**src/rtl/pcie_rx_pkg.sv**
```systemverilog
// Shared definitions for the PCIe Gen1/Gen2 receive framing path:
// K-code values, packet context states and per-byte symbol classes.
package pcie_rx_pkg;

    localparam int DEFAULT_BYTES = 64;

    localparam logic [7:0] K_STP = 8'hFB;
    localparam logic [7:0] K_SDP = 8'h5C;
    localparam logic [7:0] K_END = 8'hFD;
    localparam logic [7:0] K_EDB = 8'hFE;

    typedef enum logic [1:0] {
        CTX_IDLE,
        CTX_TLP,
        CTX_DLLP
    } ctx_e;

    typedef enum logic [2:0] {
        SYM_NONE,
        SYM_DATA,
        SYM_STP,
        SYM_SDP,
        SYM_END,
        SYM_EDB,
        SYM_OTHER_K
    } sym_class_e;

endpackage

```
**src/rtl/frame_symbol_decode.sv**
```systemverilog
// Classifies one received byte into a framing symbol class; purely
// combinational, instantiated once per byte lane by the frame detector.
module frame_symbol_decode
    import pcie_rx_pkg::*;
(
    input  logic       kchar_i,
    input  logic       valid_i,
    input  logic [7:0] byte_i,
    output sym_class_e sym_o
);

    always_comb begin
        if (!valid_i) begin
            sym_o = SYM_NONE;
        end else if (!kchar_i) begin
            sym_o = SYM_DATA;
        end else begin
            case (byte_i)
                K_STP:   sym_o = SYM_STP;
                K_SDP:   sym_o = SYM_SDP;
                K_END:   sym_o = SYM_END;
                K_EDB:   sym_o = SYM_EDB;
                default: sym_o = SYM_OTHER_K;
            endcase
        end
    end

endmodule

```
**src/rtl/lpif_rx_frame_detector.sv**
```systemverilog
// Receive framing stage: scans each beat MSB-byte first for STP/SDP/END/EDB,
// emits registered per-byte markers. Define FRAME_ERR_CNT_EN to add frame_err_cnt.
module lpif_rx_frame_detector
    import pcie_rx_pkg::*;
#(
    parameter int BYTES    = DEFAULT_BYTES,
    parameter int DLLP_LEN = 6
) (
    input  logic               clk,
    input  logic               reset,
    input  logic [8*BYTES-1:0] rx_data,
    input  logic [BYTES-1:0]   rx_kchar,
    input  logic [BYTES-1:0]   rx_byte_valid,
    input  logic [2:0]         gen,
    input  logic               link_up,
    output logic [8*BYTES-1:0] packetData,
    output logic [BYTES-1:0]   tlpstart,
    output logic [BYTES-1:0]   dllpstart,
    output logic [BYTES-1:0]   tlpend,
    output logic [BYTES-1:0]   dllpend,
    output logic [BYTES-1:0]   edb,
    output logic [BYTES-1:0]   packetValid,
    output logic               framing_error
`ifdef FRAME_ERR_CNT_EN
    ,
    output logic [15:0]        frame_err_cnt
`endif
);

    localparam int CW = $clog2(DLLP_LEN + 2);

    sym_class_e     sym [BYTES];
    ctx_e           ctx_q, ctx_d;
    logic [CW-1:0]  cnt_q, cnt_d;
    logic [BYTES-1:0] tlps_d, dllps_d, tlpe_d, dllpe_d, edb_d, pv_d;
    logic           err_d;

    for (genvar g = 0; g < BYTES; g++) begin : g_dec
        frame_symbol_decode u_dec (
            .kchar_i (rx_kchar[g]),
            .valid_i (rx_byte_valid[g]),
            .byte_i  (rx_data[8*g +: 8]),
            .sym_o   (sym[g])
        );
    end

    always_comb begin
        // NOTE: every variable gets a default before the scan so no path leaves it unassigned (no latch).
        ctx_d   = ctx_q;
        cnt_d   = cnt_q;
        tlps_d  = '0;
        dllps_d = '0;
        tlpe_d  = '0;
        dllpe_d = '0;
        edb_d   = '0;
        pv_d    = '0;
        err_d   = 1'b0;

        for (int i = BYTES - 1; i >= 0; i--) begin
            case (sym[i])
                SYM_STP: begin
                    // A start inside an open packet aborts it and opens a new one.
                    if (ctx_d != CTX_IDLE) err_d = 1'b1;
                    tlps_d[i] = 1'b1;
                    ctx_d     = CTX_TLP;
                end
                SYM_SDP: begin
                    if (ctx_d != CTX_IDLE) err_d = 1'b1;
                    dllps_d[i] = 1'b1;
                    ctx_d      = CTX_DLLP;
                    cnt_d      = '0;
                end
                SYM_DATA: begin
                    if (ctx_d == CTX_TLP) begin
                        pv_d[i] = 1'b1;
                    end else if (ctx_d == CTX_DLLP) begin
                        pv_d[i] = 1'b1;
                        if (cnt_d == CW'(DLLP_LEN)) begin
                            cnt_d = CW'(DLLP_LEN + 1);
                            err_d = 1'b1;
                            ctx_d = CTX_IDLE;
                        end else begin
                            cnt_d = cnt_d + CW'(1);
                        end
                    end
                end
                SYM_END: begin
                    case (ctx_d)
                        CTX_TLP:  tlpe_d[i] = 1'b1;
                        CTX_DLLP: begin
                            dllpe_d[i] = 1'b1;
                            if (cnt_d != CW'(DLLP_LEN)) err_d = 1'b1;
                        end
                        default:  err_d = 1'b1;
                    endcase
                    ctx_d = CTX_IDLE;
                end
                SYM_EDB: begin
                    if (ctx_d == CTX_TLP) edb_d[i] = 1'b1;
                    else                  err_d    = 1'b1;
                    ctx_d = CTX_IDLE;
                end
                SYM_OTHER_K: begin
                    if (ctx_d != CTX_IDLE) err_d = 1'b1;
                    ctx_d = CTX_IDLE;
                end
                default: ;
            endcase
        end

        if (gen >= 3'd3) begin
            ctx_d   = CTX_IDLE;
            cnt_d   = '0;
            tlps_d  = '0;
            dllps_d = '0;
            tlpe_d  = '0;
            dllpe_d = '0;
            edb_d   = '0;
            pv_d    = rx_byte_valid;
            err_d   = 1'b0;
        end
    end

    // NOTE: sequential state uses non-blocking assignments so all registers update together.
    always_ff @(posedge clk) begin
        if (reset || !link_up) begin
            ctx_q         <= CTX_IDLE;
            cnt_q         <= '0;
            packetData    <= '0;
            tlpstart      <= '0;
            dllpstart     <= '0;
            tlpend        <= '0;
            dllpend       <= '0;
            edb           <= '0;
            packetValid   <= '0;
            framing_error <= 1'b0;
        end else begin
            ctx_q         <= ctx_d;
            cnt_q         <= cnt_d;
            packetData    <= rx_data;
            tlpstart      <= tlps_d;
            dllpstart     <= dllps_d;
            tlpend        <= tlpe_d;
            dllpend       <= dllpe_d;
            edb           <= edb_d;
            packetValid   <= pv_d;
            framing_error <= err_d;
        end
    end

`ifdef FRAME_ERR_CNT_EN
    always_ff @(posedge clk) begin
        if (reset) begin
            frame_err_cnt <= '0;
        end else if (link_up && err_d && frame_err_cnt != 16'hFFFF) begin
            frame_err_cnt <= frame_err_cnt + 16'd1;
        end
    end
`endif

endmodule

```
**config.mk**
```make
export PLATFORM = sky130hd
export DESIGN_NAME = lpif_rx_frame_detector
export DESIGN_NICKNAME = d
export VERILOG_FILES = /design/src/rtl/pcie_rx_pkg.sv /design/src/rtl/frame_symbol_decode.sv /design/src/rtl/lpif_rx_frame_detector.sv
export SDC_FILE = /design/constraint.sdc
export NUM_CORES = 2
export LEC_CHECK = 0
export ABC_AREA = 1
export ABC_CLOCK_PERIOD_IN_PS = 175800
export CAP_MARGIN = 20
export CORE_AREA = 4 4 605 607
export DETAILED_ROUTE_END_ITERATION = 8
export DIE_AREA = 0 0 609 611
export PLACE_DENSITY = 0.43
export SYNTH_ARGS = -nofsm -noshare
export SYNTH_HDL_FRONTEND = slang
export SYNTH_SLANG_ARGS = --single-unit
```
**constraint.sdc**
```tcl
create_clock -name clk -period 175.8 [get_ports clk]
set_input_delay 35.16 -clock clk [delete_from_list [all_inputs] [get_ports clk]]
set_output_delay 35.16 -clock clk [all_outputs]
set_load 0.005 [all_outputs]
```
Yosys cells after proc, flatten, opt, wreduce, memory -nomap -nowiden
Cells that the tools add are included.
- bits in registers: 902
- latch bits: 0
- bits in writable memories: 0
- bits in read-only memories: 0
- input bits: 646
- output and inout bits: 897
- logic and storage cells: 3212
- memories kept: 0
- add/sub/neg operators: 64
- multipliers: 0
- divide/modulo/power cells: 0
- order comparisons: 1
- eq/ne operators: 896
- shifts and indexed selects: 0
- mux-type cells: 1601
- bitwise gates (word level): 128
- reduce and logical (&&, ||, !) cells: 323
- operators with widths (operator ; number):
    == test 8 bit, second input constant ; 192
    two-way mux 3 bit ; 320
    == test 3 bit, second input constant ; 256
    two-way mux 1 bit ; 768
    one-hot mux 3 bit (4 select lines) ; 64
    OR reduction 3 bit ; 256
    == test 8 x 7 -> 1 bit, second input constant ; 64
    one-hot mux 2 bit (4 select lines) ; 64
    == test 3 x 2 -> 1 bit, second input constant ; 128
    two-way mux 2 bit ; 192
    one-hot mux 3 bit (2 select lines) ; 64
    one-hot mux 1 bit (4 select lines) ; 64
    adder 3 x 1 -> 3 bit, second input constant ; 64
    == test 3 x 1 -> 1 bit, second input constant ; 64
    != test 3 bit, second input constant ; 64
    == test 2 x 1 -> 1 bit, second input constant ; 64
    == test 2 bit, second input constant ; 64
    NOT 1 bit ; 128
    one-hot mux 1 bit (2 select lines) ; 64
    nonzero test 2 bit ; 64
    two-way mux 64 bit ; 1
    >= comparator 3 x 2 -> 1 bit, second input constant ; 1
    OR reduction 2 bit ; 1
    logical NOT 1 bit ; 1
    logical OR 1 bit ; 1

Depth between registers and ports, before layout
- depth in word-level cells: 321
- mapped depth: 516
- mapped depth without buffers: 516

Cells and area by module
A second synthesis with hierarchy kept.
- cell total of the unflattened synthesis: 8295
- area, all modules: 52942.0 um2
- by module, submodules not included (module ; times used ; cells each ; area an instance (um2)):
    lpif_rx_frame_detector ; 1 ; 6439 ; 45254.7
    frame_symbol_decode ; 64 ; 29 ; 120.1

Worst setup path before layout
No wires, ideal clock.
- kind: in2reg
- from: input port rx_data[510]
- to: register cnt_q[1]
- setup time: 0.132 ns
- arrival: 87.272 ns
- data required time: 175.668 ns
- slack: 88.396 ns
- stages: 476
- path buffers: 0
- cell sequence: nand2_1 -> nor2_1 -> nand3_1 -> nand3_2 -> inv_1 -> nand2_1 -> nand3_1 -> o21ai_0 -> inv_1 -> ha_1 -> nor2_1 -> inv_1 -> nor2_1 -> inv_1 -> o21ai_0 -> inv_1 -> ha_1 -> nand3_2 -> [440 not listed] -> o21ai_0 -> inv_2 -> ha_1 -> nand3_1 -> nand2_1 -> a21oi_1 -> o21ai_1 -> nand2_1 -> inv_2 -> ha_1 -> nor2_1 -> inv_1 -> nor2_1 -> inv_1 -> nand2_1 -> inv_1 -> a21oi_1 -> nor3_1
- longest elaborated chain between the ends: 321
- RTL lines (what ; line ; text):
    from (decl) ; lpif_rx_frame_detector.sv:11 ; input logic [8*BYTES-1:0] rx_data,
    == test 8 bit / == test 8 x 7 -> 1 bit (equally long branches) ; frame_symbol_decode.sv:18 ; case (byte_i)
    one-hot mux 3 bit (4 select lines) (*) ; frame_symbol_decode.sv:18 ;
    two-way mux 3 bit (*) ; frame_symbol_decode.sv:15 ; end else if (!kchar_i) begin
    two-way mux 3 bit (*) ; frame_symbol_decode.sv:13 ; if (!valid_i) begin
    == test 3 x 1 -> 1 bit (tied with other cells) ; lpif_rx_frame_detector.sv:60 ; case (sym[i])
    one-hot mux 3 bit (2 select lines) / OR reduction 3 bit (equally long branches) ; n/a ;
    adder 3 x 1 -> 3 bit (tied with other cells) ; lpif_rx_frame_detector.sv:83 ; cnt_d = cnt_d + CW'(1);
    two-way mux 3 bit / == test 2 bit (equally long branches) ; lpif_rx_frame_detector.sv:78, lpif_rx_frame_detector.sv:76 ;
    [305 not listed] ; n/a ;
    two-way mux 3 bit ; lpif_rx_frame_detector.sv:76 ; end else if (ctx_d == CTX_DLLP) begin
    two-way mux 3 bit ; lpif_rx_frame_detector.sv:74 ; if (ctx_d == CTX_TLP) begin
    one-hot mux 3 bit (2 select lines) ; lpif_rx_frame_detector.sv:60 ;
    adder 3 x 1 -> 3 bit / == test 3 bit (equally long branches) ; lpif_rx_frame_detector.sv:83, lpif_rx_frame_detector.sv:78 ;
    two-way mux 3 bit ; lpif_rx_frame_detector.sv:78 ; if (cnt_d == CW'(DLLP_LEN)) begin
    two-way mux 3 bit ; lpif_rx_frame_detector.sv:76 ;
    two-way mux 3 bit ; lpif_rx_frame_detector.sv:74 ;
    one-hot mux 3 bit (2 select lines) (*) ; lpif_rx_frame_detector.sv:60 ;
    to (signal assigned) ; lpif_rx_frame_detector.sv:139 ; cnt_q <= cnt_d;
    to (decl) ; lpif_rx_frame_detector.sv:34 ; logic [CW-1:0] cnt_q, cnt_d;
Every way passes the cells marked *; elsewhere a longest branch is shown, timed or not.
A chain may end at the register's enable or synchronous reset.

Worst setup path after layout
- from: input port rx_data[508]
- to: register cnt_q[1]
The elaborated chain is that of the path after synthesis.

==> results_dict.tcl <==
set metrics [dict create \
    dieArea_mm2 0.3721 \
    antenna_found_initial 151 \
    nNetsFinal 10010 \
    synthCells 7384 \
    synthDistinctLibCells 60 \
    drive_above_1_share_pct 4.890 \
    cp_slowest_cell "o21ai_0" \
    root_buffer "clkbuf_16" \
    layout_common_cells "inv_1 (1613), clkdlybuf4s50_1 (1542), nor2_1 (1294)" \
    ctsHoldBuffers 0 \
    ant_nets 0 \
    power.density_mw_per_mm2 8.083 \
    met2_usage_pct 28.81 \
    grt_overflow 0 \
    finalMaxSlewViolations 0 \
    rows 221 \
    cp_max_fo 7 \
    wl_per_cell_um 23.31 \
    cts_tree "yes" \
    io_buffers 1542 \
    pin_count 1543 \
    place_ws_ns 73.50 \
    final_common_cell "inv_1" \
    ys_seq_area_share_pct 36.13 \
    period_needed_ns 102.02 \
    vias 53970 \
    slowest_delay_ns 0.61 \
    met3_usage_pct 4.597 \
    finalCritPeriodShare_pct 58.03 \
    synth_flop_cell "dfxtp_1" \
    required_ns 176.48 \
    finish.utilization_pct 21.03 \
    met1_usage_pct 19.88 \
    ys_seq_elements 902 \
    critPathMostFrequentCell "inv_1" \
    maxCapViolations 0 \
    cts_resized 0 \
    cts_max_level 4 \
    drt_iter0_drc 3716 \
    setup_tns_ns 0 \
    grt_pass1_vias 52440 \
    hp-class "register to register" \
    p_leak_nw 32.48 \
    drc_errors 0 \
    yosysWarnings 0 \
    critPathKind "primary input to register" \
    die_w_um 609 \
    gp_congestion 0.9276 \
    worst_slew_pin_slew_ns 1.068 \
    postSynthAreaPerCell_um2 6.769 \
    critPathBufInv 134 \
    routed_wirelength_um 324400 \
    max_slew_margin_pct 27.93 \
    ys_async_sr_fraction_pct 0 \
    cp.arrival_ns 102.70 \
    grt_max_degree 113 \
    syn_nets 8418 \
    cts.sinks 902 \
    clock_path_buffers 4 \
    place_inst 13640 \
    core_mm2 0.3611 \
    grt_pass1_wl_um 434700 \
    cts_setup_buffers 0 \
    busiest_layer "met2" \
    start_util_pct 13.84 \
    ir_drop_mv 0.008441 \
    synth_enable_flop_cells 0 \
    timing.final.ws_setup_ns 73.78 \
    fin_skew_ns 0.05288 \
    viasPerCell 3.877 \
    hold_viol_final 0 \
    numCtsBuffers 135 \
    stdcell_count 13920 \
    area_growth_pct 51.95 \
    place_hpwl_um 278600 \
    run_status "finished clean" \
    finalSetupViolations 0 \
    clk_latency_ns 0.82 \
    netlist_area_mm2 0.04998 \
    dieHeight_um 611 \
    startpoint_type "primary input" \
    endpoint_kind "register" \
    grt_use_total_pct 16.56 \
    cts.clk_slew.worst_paths_ns 0.05 \
    firstDrtPassIters 6 \
    fmax_ghz 0.009802 \
    crit_family "compound AO/OA/AOI/OAI gates" \
    grt_setup_unrepaired "false" \
]
## cells by family after synthesis
logic type	count (synthesis)	share of synthesized area [%]
flops	902	36.13
fa+ha+maj	388	9.713
simple gates	3525	31.13
buf+inv	1769	13.29
compound gates	800	9.736
## cells in the mapped netlist (6+ instances only)
master	count	area share (%)
a211oi_1	10	0.15
a21oi_1	242	2.4
a21oi_2	11	0.19
a31oi_1	14	0.18
a41oi_1	31	0.54
clkbuf_1	104	0.78
dfxtp_1	902	36
ha_1	388	9.7
inv_1	1613	12
inv_2	51	0.38
nand2_1	1016	7.6
nand2_2	57	0.71
nand2_4	7	0.16
nand3_1	281	2.8
nand3_2	51	1.0
nand3b_1	52	0.78
nand4_1	63	0.79
nor2_1	1296	9.7
nor3_1	555	5.6
nor4_1	108	1.4
o2111ai_1	10	0.18
o211ai_1	21	0.32
o21a_1	24	0.36
o21ai_0	198	2.0
o21ai_1	49	0.49
o21ai_2	8	0.14
o221ai_1	9	0.16
o22ai_1	69	0.86
o2bb2ai_1	10	0.18
o311ai_0	10	0.18
o31ai_1	25	0.38
o32ai_1	14	0.25
o41ai_1	7	0.12
or2_2	14	0.18
or4_1	6	0.090
## tightest hold or removal path: stages, from the launching register on
cell and delay [ns]:
dfxtp_1 0.35, ha_1 0.23, inv_2 0.10, nor3_1 0.07
## metal layers
metal  wire length, um  vias up
li1                  -    26590
met1            133700    25220
met2            157200     1707
met3             23750      418
met4              9598       40
met5               262        -
## power breakdown
part	total, mW	leakage [nW]	internal, mW	switching [mW]
combinational	0.111	22.9	0.0438	0.0677
clock	0.291	2.23	0.175	0.116
sequential	0.212	7.35	0.210	0.00170
## cell type report
class                      count  area, um2
antenna                       46      115.1
inverter                    1664       6266
sequential                   902      18060
multi-input combinational   4713      25300
clock inverter                53      767.0
tap                         4794       5998
timing repair buffer        1563      15630
clock buffer                 184       3807
fill                       40810     285200
## path summary, 6_finish.rpt
path,to,startpoint,slack (ns),cells after the start
setup / recovery,cnt_q[1],rx_data[508],73.78,468
hold / removal,dllpend[63],ctx_q[1],0.80,3
setup reg to reg,cnt_q[1],cnt_q[0],108.47,468
hold reg to reg,dllpend[63],ctx_q[1],0.80,3
## through the flow
stage               hold slack [ns]  total power, mW  area (um2)
global placement             0.7924           0.3293       71240
detailed placement           0.7842           0.3278       71250
global route                 0.8256           0.6466       75870
CTS                          0.7919           0.6292       75830
floorplan                    0.6916           0.2717       49980
finish                       0.7983           0.6138       75940
## sequential cells by signal, indices dropped and copies added, names as in the netlist
name	count
cnt_q	3
ctx_q	2
dllpend	64
dllpstart	64
edb	64
framing_error	1
packetData	512
packetValid	64
tlpend	64
tlpstart	64
No activity file was read; power rests on OpenSTA's default activity.
